File: config.mk
export PLATFORM = sky130hd
export DESIGN_NAME = dac_burst_shaper_flat
export DESIGN_NICKNAME = d
export VERILOG_FILES = /design/src/rtl/dac_burst_shaper_if.sv /design/src/rtl/dac_burst_shaper.sv /design/src/flat_wrapper.sv
export SDC_FILE = /design/constraint.sdc
export NUM_CORES = 1
export LEC_CHECK = 0
export ABC_AREA = 1
export CORE_ASPECT_RATIO = 0.7
export CORE_UTILIZATION = 70
export CTS_BUF_LIST = sky130_fd_sc_hd__clkbuf_4
export CTS_CLUSTER_DIAMETER = 120
export DETAILED_ROUTE_END_ITERATION = 10
export DONT_BUFFER_PORTS = 1
export GPL_TIMING_DRIVEN = 1
export PLACE_DENSITY = 0.91
export SETUP_SLACK_MARGIN = 0.02
export SLEW_MARGIN = 0
export SYNTH_ARGS = -nofsm -noshare
export SYNTH_HDL_FRONTEND = slang
export SYNTH_SLANG_ARGS = --single-unit
File: constraint.sdc
create_clock -name clk_16M384 -period 28 [get_ports clk_16M384]
set_input_delay 5.6 -clock clk_16M384 [delete_from_list [all_inputs] [get_ports clk_16M384]]
set_output_delay 5.6 -clock clk_16M384 [all_outputs]
set_load 0.05 [all_outputs]
File: src/rtl/dac_burst_shaper_if.sv
// Sample bus between the PSK modulator and the DAC burst shaper.
// master: modulator side (drives DAC_* and BYPASS, observes the DAC pins).
// slave : shaper side (consumes DAC_* and BYPASS, drives OUT_*, PA_EN, RAMP_STATE, BURST_SHORT).
//   DAC_I/DAC_Q   12b two's-complement samples
//   DAC_valid     high for the whole burst
//   DAC_bits      symbol bits tagged to the sample
//   BYPASS        force unity gain
//   OUT_I/OUT_Q   12b offset-binary samples to the DAC
//   OUT_valid     delayed sample valid
//   OUT_bits      delayed symbol bits
//   PA_EN         power-amplifier enable
//   RAMP_STATE    envelope state (0 idle, 1 up, 2 steady, 3 down)
//   BURST_SHORT   one-cycle pulse at the end of a too-short burst
interface dac_burst_shaper_if;
    logic [11:0] DAC_I;
    logic [11:0] DAC_Q;
    logic        DAC_valid;
    logic [1:0]  DAC_bits;
    logic        BYPASS;
    logic [11:0] OUT_I;
    logic [11:0] OUT_Q;
    logic        OUT_valid;
    logic [1:0]  OUT_bits;
    logic        PA_EN;
    logic [1:0]  RAMP_STATE;
    logic        BURST_SHORT;

    modport master (
        output DAC_I, DAC_Q, DAC_valid, DAC_bits, BYPASS,
        input  OUT_I, OUT_Q, OUT_valid, OUT_bits, PA_EN, RAMP_STATE, BURST_SHORT
    );

    modport slave (
        input  DAC_I, DAC_Q, DAC_valid, DAC_bits, BYPASS,
        output OUT_I, OUT_Q, OUT_valid, OUT_bits, PA_EN, RAMP_STATE, BURST_SHORT
    );
endinterface

File: src/rtl/dac_burst_shaper.sv
// DAC burst shaper: delays each burst by RAMP_LEN samples, applies a linear
// amplitude ramp-up/ramp-down envelope, converts to offset binary, parks the
// DAC at midscale between bursts and frames the burst with PA_EN.
// Ports:
//   clk_16M384  sample clock
//   rst_16M384  asynchronous active-high reset
//   bus         dac_burst_shaper_if.slave (DAC_* in, OUT_*/PA_EN/RAMP_STATE/BURST_SHORT out)
//
// state     | meaning
// ----------+--------------------------------------------------
// IDLE      | no burst in the delay line, DAC parked at midscale
// RAMP_UP   | gain climbing toward RAMP_LEN
// STEADY    | gain at RAMP_LEN
// RAMP_DOWN | input ended, gain falling toward zero
module dac_burst_shaper #(
    parameter int RAMP_LEN  = 16,
    parameter int RAMP_LOG2 = 4,
    parameter int PA_LEAD   = 4
) (
    input  logic              clk_16M384,
    input  logic              rst_16M384,
    dac_burst_shaper_if.slave bus
);
    localparam int GW     = RAMP_LOG2 + 1;
    localparam int PW     = 12 + GW + 1;
    localparam int RW     = $clog2(RAMP_LEN + 2);
    localparam int PA_DLY = RAMP_LEN - PA_LEAD;
    localparam int CW     = $clog2(PA_DLY + 1);
    localparam logic [GW-1:0] G_MAX   = GW'(RAMP_LEN);
    localparam logic [RW-1:0] RUN_MAX = RW'(RAMP_LEN);
    localparam logic [RW-1:0] RUN_SAT = RW'(RAMP_LEN + 1);

    typedef enum logic [1:0] {
        IDLE      = 2'd0,
        RAMP_UP   = 2'd1,
        STEADY    = 2'd2,
        RAMP_DOWN = 2'd3
    } state_t;

    logic [11:0] dl_i [RAMP_LEN];
    logic [11:0] dl_q [RAMP_LEN];
    logic [1:0]  dl_b [RAMP_LEN];
    logic        dl_v [RAMP_LEN];

    logic        head_v;
    logic [11:0] tail_i;
    logic [11:0] tail_q;
    logic [1:0]  tail_b;
    logic        tail_v;

    logic [GW-1:0] g;
    logic [GW-1:0] g_eff;
    logic signed [PW-1:0] gain_ext;
    logic signed [PW-1:0] samp_i_ext;
    logic signed [PW-1:0] samp_q_ext;
    logic signed [PW-1:0] prod_i;
    logic signed [PW-1:0] prod_q;
    logic [11:0] s_i;
    logic [11:0] s_q;

    state_t state;
    state_t state_next;
    logic   idle_entry;

    logic [RW-1:0] tail_run;
    logic [CW-1:0] pa_cnt;
    logic          pa_accept;
    logic          pa_fire;

    assign head_v = bus.DAC_valid;
    assign tail_i = dl_i[RAMP_LEN-1];
    assign tail_q = dl_q[RAMP_LEN-1];
    assign tail_b = dl_b[RAMP_LEN-1];
    assign tail_v = dl_v[RAMP_LEN-1];

    always_ff @(posedge clk_16M384 or posedge rst_16M384) begin
        if (rst_16M384) begin
            for (int k = 0; k < RAMP_LEN; k++) begin
                dl_i[k] <= '0;
                dl_q[k] <= '0;
                dl_b[k] <= '0;
                dl_v[k] <= 1'b0;
            end
        end else begin
            dl_i[0] <= bus.DAC_I;
            dl_q[0] <= bus.DAC_Q;
            dl_b[0] <= bus.DAC_bits;
            dl_v[0] <= bus.DAC_valid;
            for (int k = 1; k < RAMP_LEN; k++) begin
                dl_i[k] <= dl_i[k-1];
                dl_q[k] <= dl_q[k-1];
                dl_b[k] <= dl_b[k-1];
                dl_v[k] <= dl_v[k-1];
            end
        end
    end

    always_ff @(posedge clk_16M384 or posedge rst_16M384) begin
        if (rst_16M384) begin
            g <= '0;
        end else if (head_v && tail_v && g != G_MAX) begin
            g <= g + GW'(1);
        end else if (!head_v && g != '0) begin
            g <= g - GW'(1);
        end
    end

    // Gain is zero-extended before the signed multiply so g == RAMP_LEN
    // is not read as a negative value.
    always_comb begin
        g_eff      = bus.BYPASS ? G_MAX : g;
        gain_ext   = PW'({1'b0, g_eff});
        samp_i_ext = PW'($signed(tail_i));
        samp_q_ext = PW'($signed(tail_q));
        prod_i     = samp_i_ext * gain_ext;
        prod_q     = samp_q_ext * gain_ext;
        s_i        = 12'(prod_i >>> RAMP_LOG2);
        s_q        = 12'(prod_q >>> RAMP_LOG2);
    end

    always_ff @(posedge clk_16M384 or posedge rst_16M384) begin
        if (rst_16M384) begin
            bus.OUT_I     <= 12'h800;
            bus.OUT_Q     <= 12'h800;
            bus.OUT_valid <= 1'b0;
            bus.OUT_bits  <= '0;
        end else begin
            bus.OUT_I     <= tail_v ? {~s_i[11], s_i[10:0]} : 12'h800;
            bus.OUT_Q     <= tail_v ? {~s_q[11], s_q[10:0]} : 12'h800;
            bus.OUT_valid <= tail_v;
            bus.OUT_bits  <= tail_b;
        end
    end

    // The tail run length equals the burst length; checked when tail valid falls.
    always_ff @(posedge clk_16M384 or posedge rst_16M384) begin
        if (rst_16M384) begin
            tail_run        <= '0;
            bus.BURST_SHORT <= 1'b0;
        end else if (tail_v) begin
            if (tail_run != RUN_SAT) begin
                tail_run <= tail_run + RW'(1);
            end
            bus.BURST_SHORT <= 1'b0;
        end else begin
            bus.BURST_SHORT <= (tail_run != '0) && (tail_run <= RUN_MAX);
            tail_run        <= '0;
        end
    end

    always_ff @(posedge clk_16M384 or posedge rst_16M384) begin
        if (rst_16M384) begin
            state      <= IDLE;
            idle_entry <= 1'b0;
        end else begin
            state      <= state_next;
            idle_entry <= (state != IDLE) && (state_next == IDLE);
        end
    end

    always_comb begin
        state_next = state;
        case (state)
            IDLE: begin
                if (tail_v) state_next = RAMP_UP;
            end
            RAMP_UP: begin
                if (!head_v)         state_next = RAMP_DOWN;
                else if (g == G_MAX) state_next = STEADY;
            end
            STEADY: begin
                if (!head_v) state_next = RAMP_DOWN;
            end
            RAMP_DOWN: begin
                if (head_v)                      state_next = RAMP_UP;
                else if (g == '0 && !tail_v)     state_next = IDLE;
            end
            default: state_next = IDLE;
        endcase
    end

    assign bus.RAMP_STATE = state;

    // A rising head valid arms the PA timer. A rise in the same cycle that
    // PA_EN is being dropped still arms it, so a burst that starts right as
    // the previous one finishes is not left without a PA strobe.
    assign pa_accept = head_v && !dl_v[0] && (!bus.PA_EN || idle_entry);
    assign pa_fire   = pa_accept ? (PA_DLY == 1) : (pa_cnt == CW'(1));

    always_ff @(posedge clk_16M384 or posedge rst_16M384) begin
        if (rst_16M384) begin
            pa_cnt     <= '0;
            bus.PA_EN  <= 1'b0;
        end else begin
            if (pa_accept) begin
                pa_cnt <= CW'(PA_DLY - 1);
            end else if (pa_cnt != '0) begin
                pa_cnt <= pa_cnt - CW'(1);
            end
            if (pa_fire) begin
                bus.PA_EN <= 1'b1;
            end else if (idle_entry) begin
                bus.PA_EN <= 1'b0;
            end
        end
    end
endmodule

File: src/flat_wrapper.sv
// flat-port wrapper written by rule: the top's interface ports become plain ports
module dac_burst_shaper_flat 
#(
    parameter int RAMP_LEN  = 16,
    parameter int RAMP_LOG2 = 4,
    parameter int PA_LEAD   = 4
)
  (clk_16M384, rst_16M384, bus_DAC_I, bus_DAC_Q, bus_DAC_valid, bus_DAC_bits, bus_BYPASS, bus_OUT_I, bus_OUT_Q, bus_OUT_valid, bus_OUT_bits, bus_PA_EN, bus_RAMP_STATE, bus_BURST_SHORT);
  dac_burst_shaper_if bus_i ();
  input  logic clk_16M384;
  input  logic rst_16M384;
  input wire logic [$bits(bus_i.DAC_I)-1:0] bus_DAC_I;
  input wire logic [$bits(bus_i.DAC_Q)-1:0] bus_DAC_Q;
  input wire logic [$bits(bus_i.DAC_valid)-1:0] bus_DAC_valid;
  input wire logic [$bits(bus_i.DAC_bits)-1:0] bus_DAC_bits;
  input wire logic [$bits(bus_i.BYPASS)-1:0] bus_BYPASS;
  output wire logic [$bits(bus_i.OUT_I)-1:0] bus_OUT_I;
  output wire logic [$bits(bus_i.OUT_Q)-1:0] bus_OUT_Q;
  output wire logic [$bits(bus_i.OUT_valid)-1:0] bus_OUT_valid;
  output wire logic [$bits(bus_i.OUT_bits)-1:0] bus_OUT_bits;
  output wire logic [$bits(bus_i.PA_EN)-1:0] bus_PA_EN;
  output wire logic [$bits(bus_i.RAMP_STATE)-1:0] bus_RAMP_STATE;
  output wire logic [$bits(bus_i.BURST_SHORT)-1:0] bus_BURST_SHORT;
  assign bus_i.DAC_I = bus_DAC_I;
  assign bus_i.DAC_Q = bus_DAC_Q;
  assign bus_i.DAC_valid = bus_DAC_valid;
  assign bus_i.DAC_bits = bus_DAC_bits;
  assign bus_i.BYPASS = bus_BYPASS;
  assign bus_OUT_I = bus_i.OUT_I;
  assign bus_OUT_Q = bus_i.OUT_Q;
  assign bus_OUT_valid = bus_i.OUT_valid;
  assign bus_OUT_bits = bus_i.OUT_bits;
  assign bus_PA_EN = bus_i.PA_EN;
  assign bus_RAMP_STATE = bus_i.RAMP_STATE;
  assign bus_BURST_SHORT = bus_i.BURST_SHORT;
  dac_burst_shaper #(.RAMP_LEN(RAMP_LEN), .RAMP_LOG2(RAMP_LOG2), .PA_LEAD(PA_LEAD)) u_core (.clk_16M384(clk_16M384), .rst_16M384(rst_16M384), .bus(bus_i));
endmodule
**Yosys cells after proc, flatten, opt, wreduce, memory -nomap -nowiden**

Index checks and enable logic that the tools add are counted.

- Logic and storage cells: 135
- Bits in registers: 478

- Muxes and demuxes: 20
- Eq/ne operators: 8
- Reductions and logical operators: 23
- Multipliers: 2
- Bitwise gates (word level): 2
- Add/sub/neg operators: 4
- Order comparisons: 1

Operators by type and width:

| operator | count |
|---|---|
| 12-bit by 6-bit multiplier with 16-bit output | 2 |
| 5-bit 2-to-1 mux | 5 |
| 12-bit 2-to-1 mux | 2 |
| 2-bit 2-to-1 mux | 6 |
| 5-bit by 1-bit adder with 5-bit output, second input constant | 2 |
| 5-bit != test, second input constant | 2 |
| 5-bit nonzero test | 2 |
| 1-bit logical AND | 8 |
| 4-bit 2-to-1 mux | 2 |
| 2-bit one-hot mux with 4 select lines | 1 |
| 2-bit nonzero test | 4 |
| 5-bit == test, second input constant | 1 |
| 5-bit <= comparator, second input constant | 1 |
| 5-bit zero test | 1 |
| 5-bit by 1-bit subtractor with 5-bit output, second input constant | 1 |
| 2-bit == test, second input constant | 2 |
| 4-bit by 1-bit == test with 1-bit output, second input constant | 1 |
| 1-bit zero test | 4 |
| 2-bit zero test | 2 |
| 1-bit 2-to-1 mux | 4 |
| 4-bit nonzero test | 1 |
| 4-bit by 1-bit subtractor with 4-bit output, second input constant | 1 |
| 2-bit by 1-bit == test with 1-bit output, second input constant | 1 |
| 2-bit != test, second input constant | 1 |
| 2 further kinds | 3 |

**Depth between registers and ports, before layout**

- Word-level depth: 7
- Mapped depth: 21

**Least setup slack after synthesis**

No wires, ideal clock.

- Kind: input to register
- Start point: in bus_BYPASS
- End point: reg u_core.bus.OUT_Q[10]
- Setup slack: 19.046 ns
- Library setup time: 0.119 ns
- Required time: 27.881 ns
- Cell stages on the path: 19
- Arrival time: 8.835 ns
- Cell sequence: inv_2 nand2_4 buf_2 nor2_1 inv_1 fa_1 inv_1 fa_1 inv_1 fa_1 inv_1 ha_1 nand2_1 inv_1 nand3_1 nor3_2 nand2_2 a21oi_1 nor2_1

- Word-level cells in the longest chain between the ends: 3

RTL lines:

| what | RTL line | source |
|---|---|---|
| start, declared | flat_wrapper.sv:16 | `input wire logic [$bits(bus_i.BYPASS)-1:0] bus_BYPASS;` |
| 5-bit 2-to-1 mux | dac_burst_shaper.sv:111 | `g_eff = bus.BYPASS ? G_MAX : g;` |
| 12-bit by 6-bit multiplier with 16-bit output | dac_burst_shaper.sv:116 | `prod_q = samp_q_ext * gain_ext;` |
| 12-bit 2-to-1 mux | dac_burst_shaper.sv:129 | `bus.OUT_Q <= tail_v ? {~s_q[11], s_q[10:0]} : 12'h800;` |
| end signal, assigned | dac_burst_shaper.sv:129 |  |
| end, declared | dac_burst_shaper_if.sv:35 | `output OUT_I, OUT_Q, OUT_valid, OUT_bits, PA_EN, RAMP_STATE, BURST_SHORT` |

No other way between the ends.
A chain may end at the register's enable or synchronous reset.

**Final worst setup path**

Ends and elaborated chain as after synthesis.

==> metrics.yaml <==
grt:
  first_global_vias: 10240
  antenna_found_initial: 1
  track_usage_pct: 29.41
  grt_max_degree: 126
  grt_overflow: 0
  grt_pass1_wl_microns: 54280
routing:
  wirelength_microns: 33170
  wire_per_inst_microns: 19.17
  ant_nets: 0
  drt_first_iter_violations: 634
  route.detailed.drc: 0
  vias: 9156
  vias_per_cell: 5.292
  dr.pass1.iters: 5
synth:
  synthMuxAreaShare_pct: 0
  ys_warn_count: 0
  syn-cell-area_sq_mm: 0.01688
  synth-compound-area-share_pct: 2.432
  ys_seq_area_share_pct: 70.89
  synthAdderAreaFrac_pct: 12.56
  synth_xor_area_share_pct: 0.4152
  synthArstFlopShare_pct: 100.0
  syn_nets: 1404
  syn_avg_cell_area_sq_um: 13.55
  synth_cell_types: 40
  synth_top_family_by_area: "adder cells"
  ys_ff_latch: 478
  synthFlopType: "dfrtp_1"
  synth_cells: 1246
  yosys.area_share.simple_pct: 8.941
  synth_edf_count: 0
critical_path:
  cp_top_family: "adder cells"
  crit_chain: "inv_2 > nand2_4 > nor2_1 > inv_1 > fa_1 > inv_1 > fa_1 > inv_1 > fa_1 > inv_1 > ha_1 > nand2_1 > inv_1 > nand3_1 > nor3_2 > nand2_2 > a21oi_1 > nor2_1"
  required_ns: 28.64
  rr_worst_depth: 16
  cp-start-kind: "primary input"
  path_buf_inv: 6
  critPathSlowestCell: "fa_1"
  criticalPathCategory: "primary input to register"
  cpPeakStageDelay_ns: 0.55
  end_kind: "register"
  cp_max_fo: 21
  crit_top_cell: "inv_1"
  rrSetupSlack_ns: 23.71
  r2r-end: "u_core.bus.OUT_Q[10]"
  cp_data_arrival_time_ns: 9.26
  reg2reg_from: "u_core.g[4]"
die:
  rows: 47
  dieArea_sq_mm: 0.02475
  io_pins: 61
  die_w_microns: 187.6
  coreArea_sq_mm: 0.02364
  die_h_microns: 131.9
  initial_core_util_pct: 71.39
placement:
  portBuffers: 0
  dp_hpwl_microns: 20990
  place.gp.congestion: 0.8546
outcome:
  status: "complete, no violations"
timing:
  worstMarginPinSlew_ns: 1.139
  max_freq_mhz: 116.1
  post-route-period-util_pct: 30.75
  holdWs_ns: 0.3213
  clock_skew_ns: 0.05009
  finalSetupViolations: 0
  rsz0062_at_grt: "false"
  relSlewSlack_pct: 24.00
  period_needed_ns: 8.611
  hold_viol: 0
  slew_viol_final: 0
  fin_setup_tns_ns: 0
power_and_ir_drop:
  p_int_mw: 1.170
  combPwrFrac_pct: 27.9
  p_sw_share_pct: 37.21
  clock_power_share_pct: 27.2
  p_leak_nw: 9.294
  p_switching_mw: 0.6930
  vdd_drop_max_uv: 56.29
  pwr-share-seq_pct: 44.9
  p_per_area_mw_per_mm2: 100.6
cts:
  cts-root-buf: "clkbuf_4"
  cts_buffer_depth: 3
  ctsResizeCount: 0
  hold_buffers: 0
  clk_pin_slew_worst_paths_ns: 0.13
  numClockSinks: 478
  h-tree-depth: 3
  cts_tree: "built"
  insertion_delay_ns: 0.76
  post_cts_buffers: 0
  cts_made_buffers: 100
cells_and_area:
  area_delta_synth_final_pct: 9.675
  nets: 1500
  drive_gt1_share_pct: 14.32
  fillers: 1200
min_path:
  holdPathStages: 0
  hp-class: "register to register"
  hold_path_end: "u_core.dl_i[149]"
  min_from: "u_core.dl_i[161]"
job:
  drv_cap: 0
[kinds of logic after synthesis]
group                    count (synthesis)
XOR/XNOR                                 8
buffers and inverters                  212
flip-flops                             478
AND/OR/NAND/NOR                        349
AO/OA/AOI/OAI                           71
adder cells (fa/ha/maj)                128
[layer usage]
metal,GRT usage (%),wire [microns],share of wire (%),up-vias
li1,-,-,-,4028
met1,37.87,13010,39,4556
met2,47.16,16430,50,437
met3,6.920,2120,6.4,135
met4,16.67,1604,4.8,0
met5,0,0,0,-
[worst max-delay path by stage]
stage	startpoint	endpoint	slack, ns	cells after the start
floorplan	rst_16M384	u_core.bus.BURST_SHORT	9.07	1
global placement	bus_BYPASS	u_core.bus.OUT_I[7]	18.85	13
detailed placement	bus_BYPASS	u_core.bus.OUT_Q[11]	18.70	20
CTS	bus_BYPASS	u_core.bus.OUT_I[10]	19.49	14
global route	bus_BYPASS	u_core.bus.OUT_Q[10]	19.21	18
finish	bus_BYPASS	u_core.bus.OUT_Q[10]	19.39	18
[Yosys cell counts (all sizes together) (2+ instances only)]
cell	n	area, sq um
nand2	131	539.3
nor3	2	15.01
ha	59	738.2
dfstp	2	52.55
xnor2	2	17.52
clkbuf	5	18.77
o21a	3	22.52
fa	69	1381
a31oi	2	12.51
dfrtp	476	11910
xor2	6	52.55
o21bai	4	30.03
nand4	6	37.54
nand3	44	240.2
a21oi	31	162.7
buf	7	35.03
inv	199	747.0
a21o	4	30.03
nor2	160	633.1
or2	2	12.51
o21ai	22	113.9
and2	2	12.51
[registers in the layout, summed over array words and instances (netlist names), 2 cells and up]
signal	count
u_core.dl_i	180
u_core.dl_q	180
u_core.dl_b	30
u_core.dl_v	15
u_core.bus.OUT_I	12
u_core.bus.OUT_Q	12
u_core.tail_i	12
u_core.tail_q	12
u_core.g	5
u_core.tail_run	5
u_core.pa_cnt	4
u_core.bus.OUT_bits	2
u_core.bus.RAMP_STATE	2
u_core.tail_b	2
[power by group through the flow]
stage	Combinational [mW]	Clock (mW)	Sequential [mW]
floorplan	0.388	0	0.833
global placement	0.476	0	0.837
detailed placement	0.510	0	0.846
CTS	0.518	0.522	0.835
global route	0.594	0.557	0.839
finish	0.520	0.507	0.835
[cells in the final DEF, fill, tap and decap left out, types with 13 or more instances in the layout]
master / synthesis / final
clkbuf_4: 0 / 153
dfrtp_1: 476 / 476
ha_1: 59 / 59
nand2_1: 118 / 118
nor2_1: 155 / 155
o21ai_0: 16 / 16
a21oi_1: 29 / 29
inv_1: 194 / 193
nand3_1: 40 / 40
fa_1: 69 / 69
clkinv_1: 1 / 13
[final cells by class]
cell class	instances	area, sq um	share of cell area [%]
inverters	200	758.2	4.096
clock buffers	153	1149	6.205
well taps	318	397.9	2.150
clock inverters	18	85.08	0.4596
flip-flops and latches	478	11960	64.63
diodes	1	2.502	0.01352
repair buffers	6	45.04	0.2433
multi-input cells	556	4109	22.20
[per-stage QoR]
step	total power, mW	setup WS [ns]	instances	cell area [sq um]	utilization [%]
3_5_place_dp	1.356	18.70	1558	17270	73.07
3_3_place_gp	1.313	18.85	1558	17270	73.07
4_1_cts	1.875	19.49	1729	18510	78.29
2_1_floorplan	1.220	9.067	1246	16880	-
6_report	1.863	19.39	1730	18510	78.30
5_1_grt	1.990	19.21	1730	18510	78.30
Note: power is estimated with default switching activity, not from simulation.
